## src/rtl/drive_sup_pkg.sv

```systemverilog
`default_nettype none
// ----------------------------------------------------------------------------
// drive_sup_pkg: supervisor state encodings and default threshold constants
// Rev 1.0
// ----------------------------------------------------------------------------
package drive_sup_pkg;

  localparam logic [2:0] ST_OFF     = 3'd0;
  localparam logic [2:0] ST_RUN     = 3'd1;
  localparam logic [2:0] ST_RAMP    = 3'd2;
  localparam logic [2:0] ST_LOCKOUT = 3'd3;

  localparam int unsigned DEF_BATT_W       = 12;
  localparam int unsigned DEF_SPD_W        = 11;
  localparam int unsigned DEF_BATT_LOW_TH  = 'h800;
  localparam int unsigned DEF_BATT_CRIT_TH = 'h700;
  localparam int unsigned DEF_BATT_HYST    = 'h040;
  localparam int unsigned DEF_DEB_SAMPLES  = 8;
  localparam int unsigned DEF_OVR_HOLD     = 16;
  localparam int unsigned DEF_RAMP_STEP    = 16;

endpackage
`default_nettype wire

```

## src/rtl/hyst_deb_cmp.sv

```systemverilog
`default_nettype none
// ----------------------------------------------------------------------------
// hyst_deb_cmp: vld-qualified threshold compare with hysteresis and debounce
// Rev 1.0
// ----------------------------------------------------------------------------
module hyst_deb_cmp
  import drive_sup_pkg::*;
#(
  parameter int unsigned W    = DEF_BATT_W,
  parameter int unsigned TH   = DEF_BATT_LOW_TH,
  parameter int unsigned HYST = DEF_BATT_HYST,
  parameter int unsigned DEB  = DEF_DEB_SAMPLES
) (
  input  logic         clk,
  input  logic         rst_n,
  input  logic         vld,
  input  logic [W-1:0] din,
  output logic         flag
);

  localparam int unsigned CW       = $clog2(DEB + 1);
  localparam logic [W-1:0] TH_V    = W'(TH);
  localparam logic [W:0]   TH_EXT  = (W+1)'(TH);
  localparam logic [W:0]   HY_EXT  = (W+1)'(HYST);
  localparam logic [W:0]   CLR_TH  = TH_EXT + HY_EXT;
  // A clear threshold beyond the sample range can never be reached.
  localparam logic         CLR_EN  = ~CLR_TH[W];
  localparam logic [CW-1:0] DEB_LAST = CW'(DEB - 1);

  logic          flag_q, flag_d;
  logic [CW-1:0] cnt_q, cnt_d;
  logic          below_w, above_w, qual_w;

  assign below_w = (din < TH_V);
  assign above_w = CLR_EN && ({1'b0, din} >= CLR_TH);
  assign qual_w  = flag_q ? above_w : below_w;

  always_comb begin
    flag_d = flag_q;
    cnt_d  = cnt_q;
    if (vld) begin
      if (qual_w) begin
        if (cnt_q == DEB_LAST) begin
          flag_d = ~flag_q;
          cnt_d  = '0;
        end else begin
          cnt_d = cnt_q + CW'(1);
        end
      end else begin
        cnt_d = '0;
      end
    end
  end

  always_ff @(posedge clk or negedge rst_n) begin
    if (!rst_n) begin
      flag_q <= 1'b0;
      cnt_q  <= '0;
    end else begin
      flag_q <= flag_d;
      cnt_q  <= cnt_d;
    end
  end

  assign flag = flag_q;

endmodule
`default_nettype wire

```

## src/rtl/drive_supervisor.sv

```systemverilog
`default_nettype none
// ----------------------------------------------------------------------------
// drive_supervisor: battery/over-speed supervision and motor command gating
// Rev 1.0
// ----------------------------------------------------------------------------
module drive_supervisor
  import drive_sup_pkg::*;
#(
  parameter int unsigned BATT_W       = DEF_BATT_W,
  parameter int unsigned SPD_W        = DEF_SPD_W,
  parameter int unsigned BATT_LOW_TH  = DEF_BATT_LOW_TH,
  parameter int unsigned BATT_CRIT_TH = DEF_BATT_CRIT_TH,
  parameter int unsigned BATT_HYST    = DEF_BATT_HYST,
  parameter int unsigned DEB_SAMPLES  = DEF_DEB_SAMPLES,
  parameter int unsigned OVR_HOLD     = DEF_OVR_HOLD,
  parameter int unsigned RAMP_STEP    = DEF_RAMP_STEP
) (
  input  logic              clk,
  input  logic              rst_n,
  input  logic              pwr_up,
  input  logic              vld,
  input  logic [BATT_W-1:0] batt,
  input  logic              too_fast,
  input  logic              en_steer,
  input  logic [SPD_W-1:0]  lft_spd_in,
  input  logic [SPD_W-1:0]  rght_spd_in,
  input  logic              lft_rev_in,
  input  logic              rght_rev_in,
  output logic [SPD_W-1:0]  lft_spd,
  output logic [SPD_W-1:0]  rght_spd,
  output logic              lft_rev,
  output logic              rght_rev,
  output logic              batt_low,
  output logic              batt_crit,
  output logic              ovr_spd,
  output logic              moving,
  output logic [2:0]        state
);

  localparam int unsigned    OW       = $clog2(OVR_HOLD + 1);
  localparam logic [OW-1:0]  OVR_LAST = OW'(OVR_HOLD - 1);
  localparam logic [SPD_W-1:0] STEP_V = SPD_W'(RAMP_STEP);

  hyst_deb_cmp #(
    .W    (BATT_W),
    .TH   (BATT_LOW_TH),
    .HYST (BATT_HYST),
    .DEB  (DEB_SAMPLES)
  ) u_low (
    .clk   (clk),
    .rst_n (rst_n),
    .vld   (vld),
    .din   (batt),
    .flag  (batt_low)
  );

  hyst_deb_cmp #(
    .W    (BATT_W),
    .TH   (BATT_CRIT_TH),
    .HYST (BATT_HYST),
    .DEB  (DEB_SAMPLES)
  ) u_crit (
    .clk   (clk),
    .rst_n (rst_n),
    .vld   (vld),
    .din   (batt),
    .flag  (batt_crit)
  );

  logic [2:0]       state_q, state_d;
  logic [SPD_W-1:0] ramp_q, ramp_d;
  logic [SPD_W-1:0] lft_spd_q, lft_spd_d, rght_spd_q, rght_spd_d;
  logic             lft_rev_q, lft_rev_d, rght_rev_q, rght_rev_d;
  logic             moving_q, moving_d;
  logic             ovr_q, ovr_d;
  logic [OW-1:0]    ovr_cnt_q, ovr_cnt_d;
  logic [SPD_W-1:0] max_in_w, ramp_dec_w;

  assign max_in_w   = (lft_spd_in > rght_spd_in) ? lft_spd_in : rght_spd_in;
  assign ramp_dec_w = (ramp_q > STEP_V) ? (ramp_q - STEP_V) : '0;

  always_comb begin
    state_d = state_q;
    ramp_d  = ramp_q;
    case (state_q)
      ST_OFF: begin
        if (pwr_up) state_d = batt_crit ? ST_LOCKOUT : ST_RUN;
      end
      ST_RUN: begin
        if (!pwr_up || batt_crit) begin
          state_d = ST_RAMP;
          ramp_d  = max_in_w;
        end
      end
      ST_RAMP: begin
        // Once started the ramp always completes; exit sees pwr_up first.
        if (ramp_q == '0) begin
          state_d = pwr_up ? ST_LOCKOUT : ST_OFF;
        end else if (vld) begin
          ramp_d = ramp_dec_w;
        end
      end
      ST_LOCKOUT: begin
        if (!pwr_up)        state_d = ST_OFF;
        else if (!batt_crit) state_d = ST_RUN;
      end
      default: state_d = ST_OFF;
    endcase
  end

  // Gate on the next state so outputs and state change on the same edge.
  always_comb begin
    lft_spd_d  = '0;
    rght_spd_d = '0;
    lft_rev_d  = 1'b0;
    rght_rev_d = 1'b0;
    case (state_d)
      ST_RUN: begin
        lft_spd_d  = lft_spd_in;
        rght_spd_d = rght_spd_in;
        lft_rev_d  = lft_rev_in;
        rght_rev_d = rght_rev_in;
      end
      ST_RAMP: begin
        lft_spd_d  = (lft_spd_in < ramp_d) ? lft_spd_in : ramp_d;
        rght_spd_d = (rght_spd_in < ramp_d) ? rght_spd_in : ramp_d;
        lft_rev_d  = lft_rev_in;
        rght_rev_d = rght_rev_in;
      end
      default: begin
        lft_spd_d  = '0;
        rght_spd_d = '0;
      end
    endcase
    moving_d = en_steer && (state_d == ST_RUN);
  end

  always_comb begin
    ovr_d     = ovr_q;
    ovr_cnt_d = ovr_cnt_q;
    if (vld) begin
      if (too_fast) begin
        ovr_d     = 1'b1;
        ovr_cnt_d = '0;
      end else if (ovr_q) begin
        if (ovr_cnt_q == OVR_LAST) begin
          ovr_d     = 1'b0;
          ovr_cnt_d = '0;
        end else begin
          ovr_cnt_d = ovr_cnt_q + OW'(1);
        end
      end
    end
  end

  always_ff @(posedge clk or negedge rst_n) begin
    if (!rst_n) begin
      state_q    <= ST_OFF;
      ramp_q     <= '0;
      lft_spd_q  <= '0;
      rght_spd_q <= '0;
      lft_rev_q  <= 1'b0;
      rght_rev_q <= 1'b0;
      moving_q   <= 1'b0;
      ovr_q      <= 1'b0;
      ovr_cnt_q  <= '0;
    end else begin
      state_q    <= state_d;
      ramp_q     <= ramp_d;
      lft_spd_q  <= lft_spd_d;
      rght_spd_q <= rght_spd_d;
      lft_rev_q  <= lft_rev_d;
      rght_rev_q <= rght_rev_d;
      moving_q   <= moving_d;
      ovr_q      <= ovr_d;
      ovr_cnt_q  <= ovr_cnt_d;
    end
  end

  assign lft_spd  = lft_spd_q;
  assign rght_spd = rght_spd_q;
  assign lft_rev  = lft_rev_q;
  assign rght_rev = rght_rev_q;
  assign moving   = moving_q;
  assign ovr_spd  = ovr_q;
  assign state    = state_q;

endmodule
`default_nettype wire

```

## config.mk

```make
export PLATFORM = sky130hd
export DESIGN_NAME = drive_supervisor
export DESIGN_NICKNAME = d
export VERILOG_FILES = /design/src/rtl/drive_sup_pkg.sv /design/src/rtl/hyst_deb_cmp.sv /design/src/rtl/drive_supervisor.sv
export SDC_FILE = /design/constraint.sdc
export NUM_CORES = 1
export LEC_CHECK = 0
export BUFFER_PORTS_ARGS = -buffer_cell sky130_fd_sc_hd__buf_2
export CAP_MARGIN = 40
export CORE_ASPECT_RATIO = 1.5
export CORE_MARGIN = 2
export CORE_UTILIZATION = 50
export CTS_CLUSTER_DIAMETER = 50
export DETAILED_ROUTE_END_ITERATION = 8
export MAX_ROUTING_LAYER = met4
export PLACE_DENSITY = 0.76
export SETUP_SLACK_MARGIN = 0.05
export SLEW_MARGIN = 20
export SYNTH_ARGS = -nofsm -noshare
export SYNTH_HDL_FRONTEND = slang
export SYNTH_SLANG_ARGS = --single-unit
```

## constraint.sdc

```tcl
create_clock -name clk -period 3.4 [get_ports clk]
set_input_delay 0.68 -clock clk [delete_from_list [all_inputs] [get_ports clk]]
set_output_delay 0.68 -clock clk [all_outputs]
set_load 0.005 [all_outputs]
```

## Yosys cells after proc, flatten, opt, wreduce, memory -nomap -nowiden

Index checks and enable logic that the tools add are counted.

| operators by class | value |
|---|---|
| add/sub/neg operators | 4 |
| order comparisons | 8 |
| equality and inequality tests | 8 |
| muxes and demuxes | 32 |
| bitwise logic cells | 2 |
| reductions and logical operators | 10 |

Operators with widths:

| kind | number |
|---|---|
| 11-bit 2-to-1 mux | 7 |
| 11-bit one-hot mux with 2 select lines | 3 |
| 11-bit less-than comparator | 2 |
| 4-bit 2-to-1 mux | 4 |
| 3-bit 2-to-1 mux | 5 |
| 5-bit 2-to-1 mux | 3 |
| 12-bit by 11-bit >= comparator with 1-bit output, second input constant | 1 |
| 12-bit >= comparator, second input constant | 1 |
| 12-bit by 11-bit less-than comparator with 1-bit output, second input constant | 1 |
| 12-bit less-than comparator, second input constant | 1 |
| 3-bit one-hot mux with 4 select lines | 1 |
| 11-bit > comparator | 1 |
| 11-bit by 5-bit > comparator with 1-bit output, second input constant | 1 |
| 11-bit zero test | 1 |
| 11-bit by 5-bit subtractor with 11-bit output, second input constant | 1 |
| 3-bit by 2-bit equality test with 1-bit output, second input constant | 3 |
| 4-bit by 1-bit adder with 4-bit output, second input constant | 2 |
| 4-bit by 3-bit equality test with 1-bit output, second input constant | 2 |
| 1-bit 2-to-1 mux | 7 |
| 3-bit by 1-bit equality test with 1-bit output, second input constant | 2 |
| 3-bit AND reduction | 2 |
| 5-bit by 1-bit adder with 5-bit output, second input constant | 1 |
| 5-bit by 4-bit equality test with 1-bit output, second input constant | 1 |
| 2-bit 2-to-1 mux | 2 |
| other kinds (8) | 9 |

| word-level totals | value |
|---|---|
| bits in registers | 55 |
| word-level logic and storage cells | 77 |

## Logic depth before layout (Yosys ltp)

Gate-level depths: netlist (run 1).

| depth | value |
|---|---|
| word-level depth | 8 |
| depth in mapped cells | 18 |
| mapped depth without buffers | 17 |

## By module

From an unflattened synthesis (run 1), not the netlist that was laid out.

| unflattened totals | value |
|---|---|
| cells, all modules | 383 |
| area, all modules | 3548.4 sq um |

Modules (own cells, without submodules):

| module | times used | cells an instance | area an instance (sq um) |
|---|---|---|---|
| drive_supervisor | 1 | 318 | 2970.3 |
| hyst_deb_cmp at u_crit | 1 | 34 | 299.0 |
| hyst_deb_cmp at u_low | 1 | 31 | 279.0 |

## Worst setup path before layout (run 1)

No wires, ideal clock.

| timing | value |
|---|---|
| path kind | in2reg |
| from | input port rght_spd_in[5] |
| to | register rght_spd_q[1], in the netlist rght_spd[1] |
| arrival time | 4.008 ns |
| setup slack | -0.756 ns |
| stages on the path | 18 |
| cells stage by stage | inv_1 -> ha_1 -> nand4_1 -> or4_1 -> and2_4 -> nor3_1 -> a21oi_1 -> o21bai_2 -> inv_2 -> ha_1 -> a2111oi_0 -> o21ai_0 -> a221oi_1 -> nand2_1 -> inv_1 -> o21a_1 -> buf_6 -> o31ai_1 |

| on the way | value |
|---|---|
| word-level cells in the longest chain between the ends | 7 |

RTL lines:

| element | line | source |
|---|---|---|
| from (decl) | drive_supervisor.sv:26 | `input logic [SPD_W-1:0] rght_spd_in,` |
| 11-bit > comparator | drive_supervisor.sv:79 | `assign max_in_w = (lft_spd_in > rght_spd_in) ? lft_spd_in : rght_spd_in;` |
| 11-bit 2-to-1 mux | drive_supervisor.sv:79 |  |
| 11-bit 2-to-1 mux | drive_supervisor.sv:90 | `if (!pwr_up \|\| batt_crit) begin` |
| 11-bit one-hot mux with 2 select lines | drive_supervisor.sv:85 | `case (state_q)` |
| via ramp_d[6] | drive_supervisor.sv:71 | `logic [SPD_W-1:0] ramp_q, ramp_d;` |
| 11-bit less-than comparator | drive_supervisor.sv:126 | `rght_spd_d = (rght_spd_in < ramp_d) ? rght_spd_in : ramp_d;` |
| 11-bit 2-to-1 mux | drive_supervisor.sv:126 |  |
| 11-bit one-hot mux with 2 select lines | drive_supervisor.sv:117 | `case (state_d)` |
| via rght_spd_d[1] | drive_supervisor.sv:72 | `logic [SPD_W-1:0] lft_spd_q, lft_spd_d, rght_spd_q, rght_spd_d;` |
| to (signal assigned) | drive_supervisor.sv:171 | `rght_spd_q <= rght_spd_d;` |
| to (decl) | drive_supervisor.sv:72 |  |

The timed path passes the listed nets, and every way through them passes these cells.
A chain may end at the register's enable or synchronous reset.

## Worst setup path after layout (run 1)

| timing | value |
|---|---|
| from | input port rght_spd_in[4] |
| to | register rght_spd_q[5], in the netlist rght_spd[5] |

| on the way | value |
|---|---|
| word-level cells in the longest chain between the ends | 7 |

RTL lines:

| element | line |
|---|---|
| 11-bit > comparator | drive_supervisor.sv:79 |
| 11-bit 2-to-1 mux | drive_supervisor.sv:79 |
| 11-bit 2-to-1 mux | drive_supervisor.sv:90 |
| 11-bit one-hot mux with 2 select lines | drive_supervisor.sv:85 |
| 11-bit less-than comparator | drive_supervisor.sv:126 |
| 11-bit 2-to-1 mux * | drive_supervisor.sv:126 |
| 11-bit one-hot mux with 2 select lines * | drive_supervisor.sv:117 |
| via rght_spd_d[5] | drive_supervisor.sv:72 |

Mark *: on every way through the listed nets, which the timed path passes. The rest lies on a longest branch.

==> results of run 1 <==
[cells by family after synthesis]
| group | count (synthesis) |
|---|---|
| simple gates | 148 |
| xor+xnor | 1 |
| mux | 3 |
| buf+inv | 39 |
| other cells | 1 |
| fa+ha+maj | 37 |
| flops | 55 |
| compound gates | 143 |
[power groups by stage]
stage	Clock (mW)	Sequential [mW]	Combinational (mW)
6_report	0.549	0.841	2.15
5_1_grt	0.584	0.850	2.29
4_1_cts	0.548	0.836	2.01
3_5_place_dp	0	0.847	1.66
3_3_place_gp	0	0.839	1.62
2_1_floorplan	0	0.855	0.826
[flip-flops by register name, indices dropped and copies added (netlist names)]
signal / flops
ovr_cnt_q: 5
u_low.cnt_q: 4
lft_spd: 11
u_low.flag: 1
u_crit.flag: 1
state: 3
u_crit.cnt_q: 4
lft_rev: 1
ovr_spd: 1
rght_spd: 11
ramp_q: 11
moving: 1
rght_rev: 1
[worst register-to-register path, cell delays in order, from the launching register on]
cell and delay [ns]:
sky130_fd_sc_hd__dfrtp_1 0.41, sky130_fd_sc_hd__inv_2 0.10, sky130_fd_sc_hd__ha_4 0.13, sky130_fd_sc_hd__or4b_4 0.50, sky130_fd_sc_hd__nor3_4 0.22, sky130_fd_sc_hd__nand3b_1 0.17
sky130_fd_sc_hd__a31oi_1 0.12, sky130_fd_sc_hd__o21ai_1 0.23, sky130_fd_sc_hd__o21bai_4 0.18, sky130_fd_sc_hd__inv_4 0.07, sky130_fd_sc_hd__ha_4 0.24, sky130_fd_sc_hd__a2111oi_4 0.36
sky130_fd_sc_hd__o21ai_2 0.11, sky130_fd_sc_hd__a221oi_2 0.34, sky130_fd_sc_hd__nand2_2 0.14, sky130_fd_sc_hd__a21oi_4 0.18, sky130_fd_sc_hd__buf_12 0.15, sky130_fd_sc_hd__o32ai_1 0.10
[routing by layer]
layer | share of wire (%) | up-vias
met4 | 6.6 | 0
li1 | - | 2019
met2 | 53 | 192
met1 | 35 | 2146
met5 | 0 | -
met3 | 5.6 | 76
[area by class of cell]
cell class                 instances  area (µm²)  share of cell area (%)
clock inverter                     2        16.3                   0.260
clock buffer                       6         139                    2.22
timing repair buffer             208        1550                    24.8
sequential                        55        1380                    22.0
multi-input combinational        334        2900                    46.2
inverter                          31         156                    2.50
tap                              102         128                    2.04
[placed cells by master (no fill, tap or decap), types with 4 or more instances in the layout]
cell type,netlist,layout
sky130_fd_sc_hd__buf_6,1,12
sky130_fd_sc_hd__buf_12,0,5
sky130_fd_sc_hd__inv_4,0,5
sky130_fd_sc_hd__buf_2,1,56
sky130_fd_sc_hd__nand2_2,0,6
sky130_fd_sc_hd__o21ai_1,2,11
sky130_fd_sc_hd__clkbuf_16,0,5
sky130_fd_sc_hd__o31ai_4,1,5
sky130_fd_sc_hd__a21oi_1,31,25
sky130_fd_sc_hd__a21o_1,8,8
sky130_fd_sc_hd__nor3_1,18,13
sky130_fd_sc_hd__nand2_1,54,47
sky130_fd_sc_hd__nor2_1,26,22
sky130_fd_sc_hd__nand2b_1,7,7
sky130_fd_sc_hd__o21ai_0,29,16
sky130_fd_sc_hd__inv_2,3,9
sky130_fd_sc_hd__ha_4,0,16
sky130_fd_sc_hd__o31ai_1,7,5
sky130_fd_sc_hd__ha_1,37,19
sky130_fd_sc_hd__o31ai_2,7,5
sky130_fd_sc_hd__nor2b_1,4,4
sky130_fd_sc_hd__o2bb2ai_1,6,6
sky130_fd_sc_hd__and3_1,6,5
sky130_fd_sc_hd__buf_4,0,132
sky130_fd_sc_hd__nand3_1,5,4
sky130_fd_sc_hd__o32ai_1,10,6
sky130_fd_sc_hd__dfrtp_1,55,55
sky130_fd_sc_hd__o21ai_2,2,5
sky130_fd_sc_hd__inv_1,28,14
sky130_fd_sc_hd__a21oi_2,1,6
sky130_fd_sc_hd__or2_2,4,4
sky130_fd_sc_hd__nand4_1,4,4
[how the worst max path moves through the flow]
stage,start,endpoint
after floorplan,rght_spd_in[2],rght_spd[1]$_DFF_PN0_
after global placement,rght_spd_in[2],rght_spd[1]$_DFF_PN0_
after detailed placement,rght_spd_in[2],rght_spd[1]$_DFF_PN0_
after CTS,ramp_q[5]$_DFF_PN0_,rght_spd[9]$_DFF_PN0_
after global routing,rght_spd_in[4],lft_spd[5]$_DFF_PN0_
final,rght_spd_in[4],rght_spd[5]$_DFF_PN0_
[metrics by stage]
stage	cells	setup WS, ns	util [%]	hold slack (ns)
final	738	-0.528	83.3	0.169
after global routing	738	-0.654	83.3	0.171
after CTS	734	-0.390	81.8	0.487
after detailed placement	706	-0.992	71.6	0.491
after global placement	706	-0.962	71.6	0.474
after floorplan	427	-0.415	-	0.384
[repair_timing]
action	4_1_cts	5_1_grt
cloned	2	0
endpoints found under the setup margin	22	22
resized for setup	100	16
buffers inserted	18	2
pin swaps	37	14
==> out/summary.txt, run 1 <==
=================================================================================================================
Endpoint class of the critical path                                                                          flop
Crit path max-delay cell type                                                                        sky130_fd_sc_hd__or4_4
Vias per inst                                                                                                6.01
Sum of overflow across all layers after global routing                                                          0
Drt initial violations                                                                                        258
Flip-flop cell with the highest count after synthesis                                                sky130_fd_sc_hd__dfrtp_1
Count of synthesis-stage warnings from yosys                                                                    0
Top-count cell post-synth                                                                            sky130_fd_sc_hd__dfrtp_1
Area growth from synthesis to final layout                                                                  63.2%
GR Layer Usage met2                                                                                         61.9%
Max stage delay on crit path                                                                              0.57 ns
Maximum number of pins on one net before global-route repair                                                   35
Critical path depth                                                                                            18
Clock skew                                                                                             0.00640 ns
Area of the core                                                                                         7510 µm²
Synth Area in Compound Gates                                                                                27.8%
Top delay family on crit path                                                                        compound AO/OA/AOI/OAI gates
Global-route track usage on met1                                                                            36.3%
Power density of the placed cells                                                                      566 nW/µm²
Via count                                                                                                    4433
Most Crowded Layer GR                                                                                        met2
Number of pins with negative max-slew slack in the final report                                                 0
Sequential group share of total power                                                                       23.7%
Final cell area excluding filler cells                                                                   6260 µm²
NumNets Final                                                                                                 714
Share of final-layout standard cells stronger than drive strength 1                                         51.9%
Clock latency on the worst-skew pair                                                                      0.30 ns
Crit path setup slack, layout                                                                           -0.528 ns
Transition time at the pin with the least slew margin                                                    0.654 ns
Syn nets                                                                                                      506
RePlAce Congestion                                                                                          0.974
Post-synthesis sequential element count                                                                        55
Final setup violation count                                                                                    22
Overall fraction of global-route tracks in use                                                              35.9%
Clock sinks                                                                                                    55
Violations in the final reports                                                                      negative setup slack
Bufs on Longest Clock Path                                                                                      2
Via count of the first global-routing pass                                                                   4507
Number of H-tree levels                                                                                         2
Arithmetic-cell share of the synthesized area counting full adders, half adders and majority gates          12.1%
Clock-pin slew on the worst setup and hold paths                                                          0.07 ns
Proportion of power drawn by the clock network                                                              15.5%
Total detailed-routing wirelength                                                                        14600 µm
Met3 GRT Util                                                                                               5.73%
Sw power                                                                                                  1.44 mW
Portion of the post-synthesis area used by sequential elements                                              35.9%
Leakage                                                                                                   2.92 nW
Gate Count Post-Synth                                                                                         427
# hold bufs at CTS                                                                                              0
Setup crit start kind                                                                                  input port
Required @ worst endpoint                                                                                 3.61 ns
Minimum period implied by the final worst setup slack                                                     3.93 ns
Synthesized area per cell                                                                                8.98 µm²
Maximum Capacitance Violations                                                                                  0
Post-detailed-route count of antenna-violating nets                                                             0
Reg2Reg Launch Point                                                                                 ramp_q[5]$_DFF_PN0_
Row count                                                                                                      39
Cell variety after synth                                                                                       68
Highest fanout seen on the critical path                                                                        5
Fraction of registers with async set or reset after synthesis                                                100%
Die outline width                                                                                         75.5 µm
Post-synth top area share                                                                                   35.9%
HPWL after detailed placement                                                                            10400 µm
Area fraction in and, or, nand and nor cells after synthesis                                                19.0%
First-pass GRT wire length                                                                               22000 µm
Final hold violations                                                                                           0
Synth area leaders                                                                                   sky130_fd_sc_hd__dfrtp_1 36%, sky130_fd_sc_hd__ha_1 12%, sky130_fd_sc_hd__nand2_1 5.3%, sky130_fd_sc_hd__a21oi_1 4.0%, sky130_fd_sc_hd__o21ai_0 3.8%
Design internal power                                                                                     2.10 mW
Total iterations of the first detailed-routing run                                                              5
Xor and xnor fraction of the mapped netlist area                                                           0.228%
RSZ-0062 raised after global routing                                                                         true
Startpoint-to-endpoint class of the critical path                                                       in -> reg
Library cell used as clock root buffer                                                               sky130_fd_sc_hd__clkbuf_16
Effective utilization at floorplan                                                                          51.0%
Count of flip-flops with a built-in enable after synthesis                                                      0
Number of diodes added for antenna fixing                                                                       0
Multiplexer area fraction after synthesis                                                                  0.848%
Number of buffer cells added on primary ports                                                                  66
Cell Area, Synth                                                                                         3840 µm²
Leading area contributor after synthesis                                                             sky130_fd_sc_hd__dfrtp_1
Status                                                                                               finished with violations
Most frequent cells after synthesis                                                                  55 x sky130_fd_sc_hd__dfrtp_1, 54 x sky130_fd_sc_hd__nand2_1, 37 x sky130_fd_sc_hd__ha_1
Tightest slew margin relative to the limit                                                                  56.2%
Total negative setup slack                                                                              -10.35 ns
TritonCTS clock tree                                                                                        built
Fin crit share                                                                                               116%
Number of placed I/O pins                                                                                      73
Placed cell area                                                                                         5380 µm²
Gate power share                                                                                            60.8%
R2R depth                                                                                                      17
Count of buffering cells on the critical path with inverters included                                           3
Drc violations                                                                                                  0
Die Height                                                                                                 111 µm
Die area                                                                                                 8400 µm²
Wire length per cell after detailed routing                                                               19.8 µm
Chain of cells forming the critical path                                                             buf_8 -> inv_4 -> ha_4 -> nand4_1 -> or4_4 -> and2_4 -> nor3_2 -> a21oi_1 -> o221a_2 -> ha_4 -> a2111oi_4 -> o21ai_1 -> a221oi_2 -> buf_4 -> a21oi_4 -> nor2_1 -> o21ai_1 -> o31ai_2
Largest family of logic cells by synthesized area                                                    compound AO/OA/AOI/OAI gates
Antenna violations before repair                                                                                0
Hold/Removal Path Class                                                                               in -> async
Fraction of power spent switching nets                                                                      40.7%
Setup slack of the worst register-to-register path                                                       -0.50 ns
Timing-limited maximum frequency                                                                        0.255 GHz
TritonCTS Buffers                                                                                               5
Worst ir drop on vdd                                                                                   0.000294 V
Fillers                                                                                                       472
CP Data Arrival Time                                                                                      4.13 ns
Power after layout                                                                                        3.54 mW
Capture point of the worst reg-to-reg path                                                           lft_spd[5]$_DFF_PN0_
=================================================================================================================
No activity file was read; power rests on OpenSTA's default activity.
==> run 2, diff against run 1 <==
- ABC_AREA: default -> 1
==> out/summary.txt, run 2 <==
==================================================================================
Crit path max-delay cell type                                         sky130_fd_sc_hd__o221a_2
RePlAce Congestion                                                           0.966
Endpoint class of the critical path                                           flop
Leakage                                                                    3.03 nW
Library cell used as clock root buffer                                sky130_fd_sc_hd__clkbuf_16
# hold bufs at CTS                                                               0
Timing-limited maximum frequency                                         0.298 GHz
RSZ-0062 raised after global routing                                          true
Leading area contributor after synthesis                              sky130_fd_sc_hd__dfrtp_1
Setup crit start kind                                                   input port
CP Data Arrival Time                                                       3.54 ns
Area of the core                                                          7910 µm²
Final setup violation count                                                      0
Maximum Capacitance Violations                                                   0
Clock latency on the worst-skew pair                                       0.30 ns
Bufs on Longest Clock Path                                                       2
Clock-pin slew on the worst setup and hold paths                           0.07 ns
Most frequent cells after synthesis                                   139 x sky130_fd_sc_hd__nand2_1, 81 x sky130_fd_sc_hd__inv_1, 64 x sky130_fd_sc_hd__nand3_1
Via count of the first global-routing pass                                    4023
Placed Cells incl. Taps                                                        779
Post-synthesis sequential element count                                         55
Cell repeated most along the worst path                               sky130_fd_sc_hd__nand2_1
Total iterations of the first detailed-routing run                               5
Cell Area, Synth                                                          4010 µm²
Row count                                                                       40
Power after layout                                                         4.15 mW
Fillers                                                                        657
Sum of overflow across all layers after global routing                           0
Wire length per cell after detailed routing                                14.5 µm
Synth area leaders                                                    sky130_fd_sc_hd__dfrtp_1 34%, sky130_fd_sc_hd__nand2_1 13%, sky130_fd_sc_hd__ha_1 12%, sky130_fd_sc_hd__nand3_1 8.0%, sky130_fd_sc_hd__inv_1 7.6%
Number of buffer cells added on primary ports                                   66
Maximum number of pins on one net before global-route repair                    34
Share of final-layout standard cells stronger than drive strength 1          35.4%
First-pass GRT wire length                                                18300 µm
Final cell area excluding filler cells                                    5640 µm²
Top-count cell post-synth                                             sky130_fd_sc_hd__nand2_1
Number of diodes added for antenna fixing                                        0
Placed cell area                                                          4930 µm²
Count of flip-flops with a built-in enable after synthesis                       0
Syn nets                                                                       632
Hold/Removal Path Class                                                in -> async
Die area                                                                  8780 µm²
Vias per inst                                                                 5.29
Most used cells in the layout excluding fill and tap cells            128 x sky130_fd_sc_hd__nand2_1, 73 x sky130_fd_sc_hd__inv_1, 66 x sky130_fd_sc_hd__buf_4
Startpoint-to-endpoint class of the critical path                        in -> reg
Required @ worst endpoint                                                  3.59 ns
Reg2Reg Launch Point                                                  ramp_q[5]$_DFF_PN0_
Die outline width                                                          77.2 µm
Number of pins with negative max-slew slack in the final report                  0
Area growth from synthesis to final layout                                   40.6%
NumNets Final                                                                  768
Most common library cell in the layout ignoring fill and taps         sky130_fd_sc_hd__nand2_1
Count of synthesis-stage warnings from yosys                                     0
Post-synth top area share                                                    34.3%
Clock sinks                                                                     55
Chain of cells forming the critical path                              buf_2 -> ha_4 -> nand2_1 -> inv_2 -> nand2_4 -> nor2_4 -> nand3b_1 -> nand2_4 -> nand2_1 -> o211ai_1 -> o21ai_1 -> o21ai_1 -> o21ai_2 -> ha_4 -> nand2_2 -> nor2_2 -> a211oi_2 -> o221a_2 -> buf_6 -> nand3_2 -> nand3_2 -> nand2_1
TritonCTS Buffers                                                                5
Number of placed I/O pins                                                       73
Portion of the post-synthesis area used by sequential elements               34.3%
Total detailed-routing wirelength                                         11600 µm
Status                                                                finished, final reports clean
Power density of the placed cells                                       736 nW/µm²
Drt initial violations                                                         229
Gate Count Post-Synth                                                          553
Drc violations                                                                   0
Number of H-tree levels                                                          2
Overall fraction of global-route tracks in use                               26.6%
Die Height                                                                  114 µm
TritonCTS clock tree                                                         built
Synthesized area per cell                                                 7.26 µm²
Fraction of registers with async set or reset after synthesis                 100%
Highest fanout seen on the critical path                                         7
Fin crit share                                                               98.6%
Cell variety after synth                                                        37
Max stage delay on crit path                                               0.28 ns
Flip-flop cell with the highest count after synthesis                 sky130_fd_sc_hd__dfrtp_1
Post-detailed-route count of antenna-violating nets                              0
Antenna violations before repair                                                 0
Minimum period implied by the final worst setup slack                      3.35 ns
Clock skew                                                              0.00857 ns
Via count                                                                     4203
Final hold violations                                                            0
Effective utilization at floorplan                                           50.8%
HPWL after detailed placement                                              8440 µm
Crit. Startpoint                                                      lft_spd_in[8]
Number of non-filler instances in the completed layout                         795
Worst ir drop on vdd                                                    0.000422 V
==================================================================================
[run 2: cell types whose count changed after synthesis, moves of 9 or more]
cell | previous run | this run
sky130_fd_sc_hd__nand3_1 | 5 | 64
sky130_fd_sc_hd__nand2_1 | 54 | 139
sky130_fd_sc_hd__inv_1 | 28 | 81
sky130_fd_sc_hd__o32ai_1 | 10 | 0
sky130_fd_sc_hd__nor3_1 | 18 | 8
sky130_fd_sc_hd__xor2_1 | 1 | 10
[run 2: power breakdown]
part           internal [mW]  switching, mW  leakage, nW  total (mW)
sequential             0.852          0.139        0.711       0.991
clock                  0.272          0.248       0.0658       0.520
combinational           1.16           1.48         2.26        2.64
[run 2: metal layers]
layer | vias to the layer above | GRT usage (%) | part of all wire (%)
li1 | 2072 | - | -
met5 | - | - | 0
met3 | 31 | 2.85 | 3.3
met1 | 1983 | 30.3 | 40
met2 | 117 | 47.9 | 54
met4 | 0 | 9.76 | 3.3
[run 2: layout make-up]
cell class                 count  area (µm²)  share of cell area (%)
tap                          105         131                    2.33
multi-input combinational    401        2670                    47.4
sequential                    55        1380                    24.4
clock buffer                   5         125                    2.22
timing repair buffer         143         998                    17.7
inverter                      83         317                    5.61
clock inverter                 3        20.0                   0.355
[run 2: final timing paths]
check | to | slack (ns) | cells after the start
setup / recovery | lft_spd[6]$_DFF_PN0_ | 0.05 | 22
hold / removal | rght_spd[8]$_DFF_PN0_ | 0.27 | 1
setup reg to reg | lft_spd[6]$_DFF_PN0_ | 0.30 | 20
hold reg to reg | ovr_spd$_DFFE_PN0P_ | 0.50 | 2
max in group asynchronous | ramp_q[8]$_DFF_PN0_ | 2.62 | 2
min in group clk | ovr_spd$_DFFE_PN0P_ | 0.50 | 2
[run 2: worst max-delay path: cells and delay by family]
| kind | cells | cell delay [ns] |
|---|---|---|
| buffers and inverters | 3 | 0.35 |
| adders and majority gates | 2 | 0.51 |
| AOI/OAI and AO/OA | 6 | 0.99 |
| and+or+nand+nor | 11 | 0.98 |
[run 2: cells by family after synthesis]
group	Yosys count	share of synthesized area, %
AND/OR/NAND/NOR	267	29.8
buffers and inverters	98	10.1
AO/OA/AOI/OAI	84	11.7
flip-flops	55	34.3
adder cells (fa/ha/maj)	37	11.5
XOR/XNOR	11	2.40
other	1	0.0934
[run 2: timing repair]
| action | CTS | global route |
|---|---|---|
| gates resized for setup | 39 | 74 |
| setup endpoints to repair | 22 | 22 |
| gates cloned | 0 | 2 |
| pin swaps | 15 | 39 |
| buffers inserted | 3 | 3 |
[run 2: stage by stage]
stage | setup WS, ns | setup TNS, ns | hold WS (ns) | util (%)
after floorplan | 0.0673 | 0 | 0.384 | -
after global placement | -0.404 | -8.28 | 0.478 | 62.2
after detailed placement | -0.498 | -10.09 | 0.486 | 62.4
after CTS | 0.0514 | 0 | 0.269 | 66.3
after global routing | -0.0925 | -0.971 | 0.277 | 71.3
final | 0.0491 | 0 | 0.267 | 71.3
==> run 3, diff against run 2 <==
- BUFFER_PORTS_ARGS: -buffer_cell sky130_fd_sc_hd__buf_2 -> -buffer_cell sky130_fd_sc_hd__buf_4
==> out/summary.txt, run 3 (synthesized netlist as in run 2, its figures left out) <==
==================================================================================
Status                                                                finished, final reports clean
Die Height                                                                  114 µm
Design internal power                                                      2.31 mW
Share of final-layout standard cells stronger than drive strength 1          34.4%
Number of buffer cells added on primary ports                                   66
RSZ-0062 raised after global routing                                          true
Overall fraction of global-route tracks in use                               27.1%
Transition time at the pin with the least slew margin                     0.735 ns
Wire length per cell after detailed routing                                15.4 µm
Effective utilization at floorplan                                           50.8%
Maximum Capacitance Violations                                                   0
HPWL after detailed placement                                              8430 µm
Power density of the placed cells                                       717 nW/µm²
Crit path setup slack, layout                                            0.0397 ns
Global-route track usage on met1                                             29.4%
Minimum period implied by the final worst setup slack                      3.36 ns
Total detailed-routing wirelength                                         12200 µm
Reg2Reg Launch Point                                                  ramp_q[5]$_DFF_PN0_
Proportion of power drawn by the clock network                               12.0%
Drt initial violations                                                         292
Clock-pin slew on the worst setup and hold paths                           0.07 ns
Sum of overflow across all layers after global routing                           0
TritonCTS clock tree                                                         built
Hold/Removal Path Class                                                in -> async
Setup slack of the worst register-to-register path                         0.16 ns
Antenna violations before repair                                                 0
Area growth from synthesis to final layout                                   44.2%
Required @ worst endpoint                                                  3.58 ns
Fillers                                                                        638
Met3 GRT Util                                                                3.32%
Clock latency on the worst-skew pair                                       0.30 ns
GR Layer Usage met2                                                          48.6%
Number of placed I/O pins                                                       73
Capture point of the worst reg-to-reg path                            rght_spd[6]$_DFF_PN0_
Timing-limited maximum frequency                                         0.298 GHz
Row count                                                                       40
Sw power                                                                   1.84 mW
Vias per inst                                                                 5.40
First-pass GRT wire length                                                18600 µm
Power after layout                                                         4.15 mW
R2R depth                                                                       20
Post-Place Setup Slack                                                   -0.561 ns
Worst ir drop on vdd                                                    0.000530 V
Number of pins with negative max-slew slack in the final report                  0
Startpoint-to-endpoint class of the critical path                        in -> reg
Drc violations                                                                   0
Most Crowded Layer GR                                                         met2
Most common library cell in the layout ignoring fill and taps         sky130_fd_sc_hd__nand2_1
Clock skew                                                              0.00983 ns
Most used cells in the layout excluding fill and tap cells            128 x sky130_fd_sc_hd__nand2_1, 121 x sky130_fd_sc_hd__buf_4, 69 x sky130_fd_sc_hd__inv_1
Total iterations of the first detailed-routing run                               7
Sequential group share of total power                                        24.1%
Tightest slew margin relative to the limit                                   51.0%
Area of the core                                                          7910 µm²
Leakage                                                                    3.04 nW
CP Data Arrival Time                                                       3.54 ns
NumNets Final                                                                  766
Via count                                                                     4286
Die area                                                                  8780 µm²
Setup crit start kind                                                   input port
Final setup violation count                                                      0
Die outline width                                                          77.2 µm
Fin crit share                                                               98.8%
Number of diodes added for antenna fixing                                        0
Fraction of power spent switching nets                                       44.4%
TritonCTS Buffers                                                                5
Final hold violations                                                            0
Via count of the first global-routing pass                                    4148
Highest fanout seen on the critical path                                         7
Maximum number of pins on one net before global-route repair                    56
Post-detailed-route count of antenna-violating nets                              0
Library cell used as clock root buffer                                sky130_fd_sc_hd__clkbuf_16
Gate power share                                                             63.9%
Bufs on Longest Clock Path                                                       2
Endpoint class of the critical path                                           flop
Clock sinks                                                                     55
RePlAce Congestion                                                           0.943
Number of H-tree levels                                                          2
==================================================================================
run 3: cell count changes in the layout (fill, tap and decap cells not counted), sizes merged:
cell	change
clkbuf	+3
buf	-2
clkinvlp	-2
nand2	-1
run 3: layout make-up:
cell class / instances / area (µm²) / area share [%]
flip-flops and latches: 55 / 1380 / 23.8
well taps: 105 / 131 / 2.27
repair buffers: 142 / 1170 / 20.3
clock inverters: 1 / 5.00 / 0.0864
multi-input cells: 400 / 2640 / 45.6
inverters: 83 / 329 / 5.68
clock buffers: 7 / 133 / 2.29
run 3: power by group through the flow:
| stage | sequential, mW | combinational [mW] | clock [mW] |
|---|---|---|---|
| after floorplan | 0.991 | 1.34 | 0 |
| after global placement | 0.989 | 2.06 | 0 |
| after detailed placement | 1.00 | 2.12 | 0 |
| after CTS | 0.992 | 2.28 | 0.510 |
| after global routing | 1.02 | 2.89 | 0.532 |
| final | 1.00 | 2.65 | 0.499 |
run 3: worst max path at each step:
| stage | startpoint | endpoint | slack, ns |
|---|---|---|---|
| 6_report | rght_spd_in[6] | rght_spd[6]$_DFF_PN0_ | 0.04 |
| 2_1_floorplan | rght_spd_in[10] | rght_spd[5]$_DFF_PN0_ | 0.07 |
| 5_1_grt | rght_spd_in[8] | rght_spd[5]$_DFF_PN0_ | -0.15 |
| 4_1_cts | lft_spd_in[2] | lft_spd[5]$_DFF_PN0_ | 0.05 |
| 3_5_place_dp | rght_spd_in[10] | lft_spd[3]$_DFF_PN0_ | -0.56 |
| 3_3_place_gp | rght_spd_in[10] | lft_spd[6]$_DFF_PN0_ | -0.39 |
run 3: worst max-delay path, stage by stage:
cell and delay [ns]:
sky130_fd_sc_hd__buf_8 0.08, sky130_fd_sc_hd__inv_4 0.03, sky130_fd_sc_hd__ha_4 0.26, sky130_fd_sc_hd__nand2_2 0.05
sky130_fd_sc_hd__inv_2 0.06, sky130_fd_sc_hd__nand2_2 0.06, sky130_fd_sc_hd__nor2_4 0.12, sky130_fd_sc_hd__nand3b_1 0.16
sky130_fd_sc_hd__nand2_4 0.17, sky130_fd_sc_hd__nand2_2 0.05, sky130_fd_sc_hd__o211ai_1 0.08, sky130_fd_sc_hd__o21ai_1 0.13
sky130_fd_sc_hd__o21ai_2 0.18, sky130_fd_sc_hd__o21ai_2 0.15, sky130_fd_sc_hd__ha_4 0.25, sky130_fd_sc_hd__nand2_1 0.08
sky130_fd_sc_hd__nor2_1 0.06, sky130_fd_sc_hd__a211oi_2 0.17, sky130_fd_sc_hd__o221a_2 0.30, sky130_fd_sc_hd__buf_6 0.15
sky130_fd_sc_hd__nand3_1 0.11, sky130_fd_sc_hd__nand3_1 0.10, sky130_fd_sc_hd__nand2_1 0.06
run 3: metal layers:
| layer | vias up | part of all wire, % |
|---|---|---|
| met5 | - | 0 |
| met2 | 177 | 54 |
| met1 | 1990 | 37 |
| li1 | 2069 | - |
| met3 | 50 | 4.7 |
| met4 | 0 | 4.8 |
run 3: repair_timing:
| action | 4_1_cts | 5_1_grt |
|---|---|---|
| resized for setup | 77 | 41 |
| setup buffers | 2 | 6 |
| pin swaps | 39 | 17 |
| setup endpoints to repair | 22 | 22 |
| cloned | 0 | 2 |
| hold buffers | 0 | 0 |
run 3: stage by stage:
stage | std cells | util (%) | instance area [µm²] | setup TNS, ns | hold slack, ns
floorplan | 553 | - | 4030 | 0 | 0.384
global placement | 775 | 63.8 | 5040 | -7.68 | 0.484
detailed placement | 775 | 63.8 | 5040 | -11.76 | 0.498
CTS | 785 | 69.4 | 5490 | 0 | 0.468
global route | 793 | 73.2 | 5790 | -2.22 | 0.506
finish | 793 | 73.2 | 5790 | 0 | 0.436
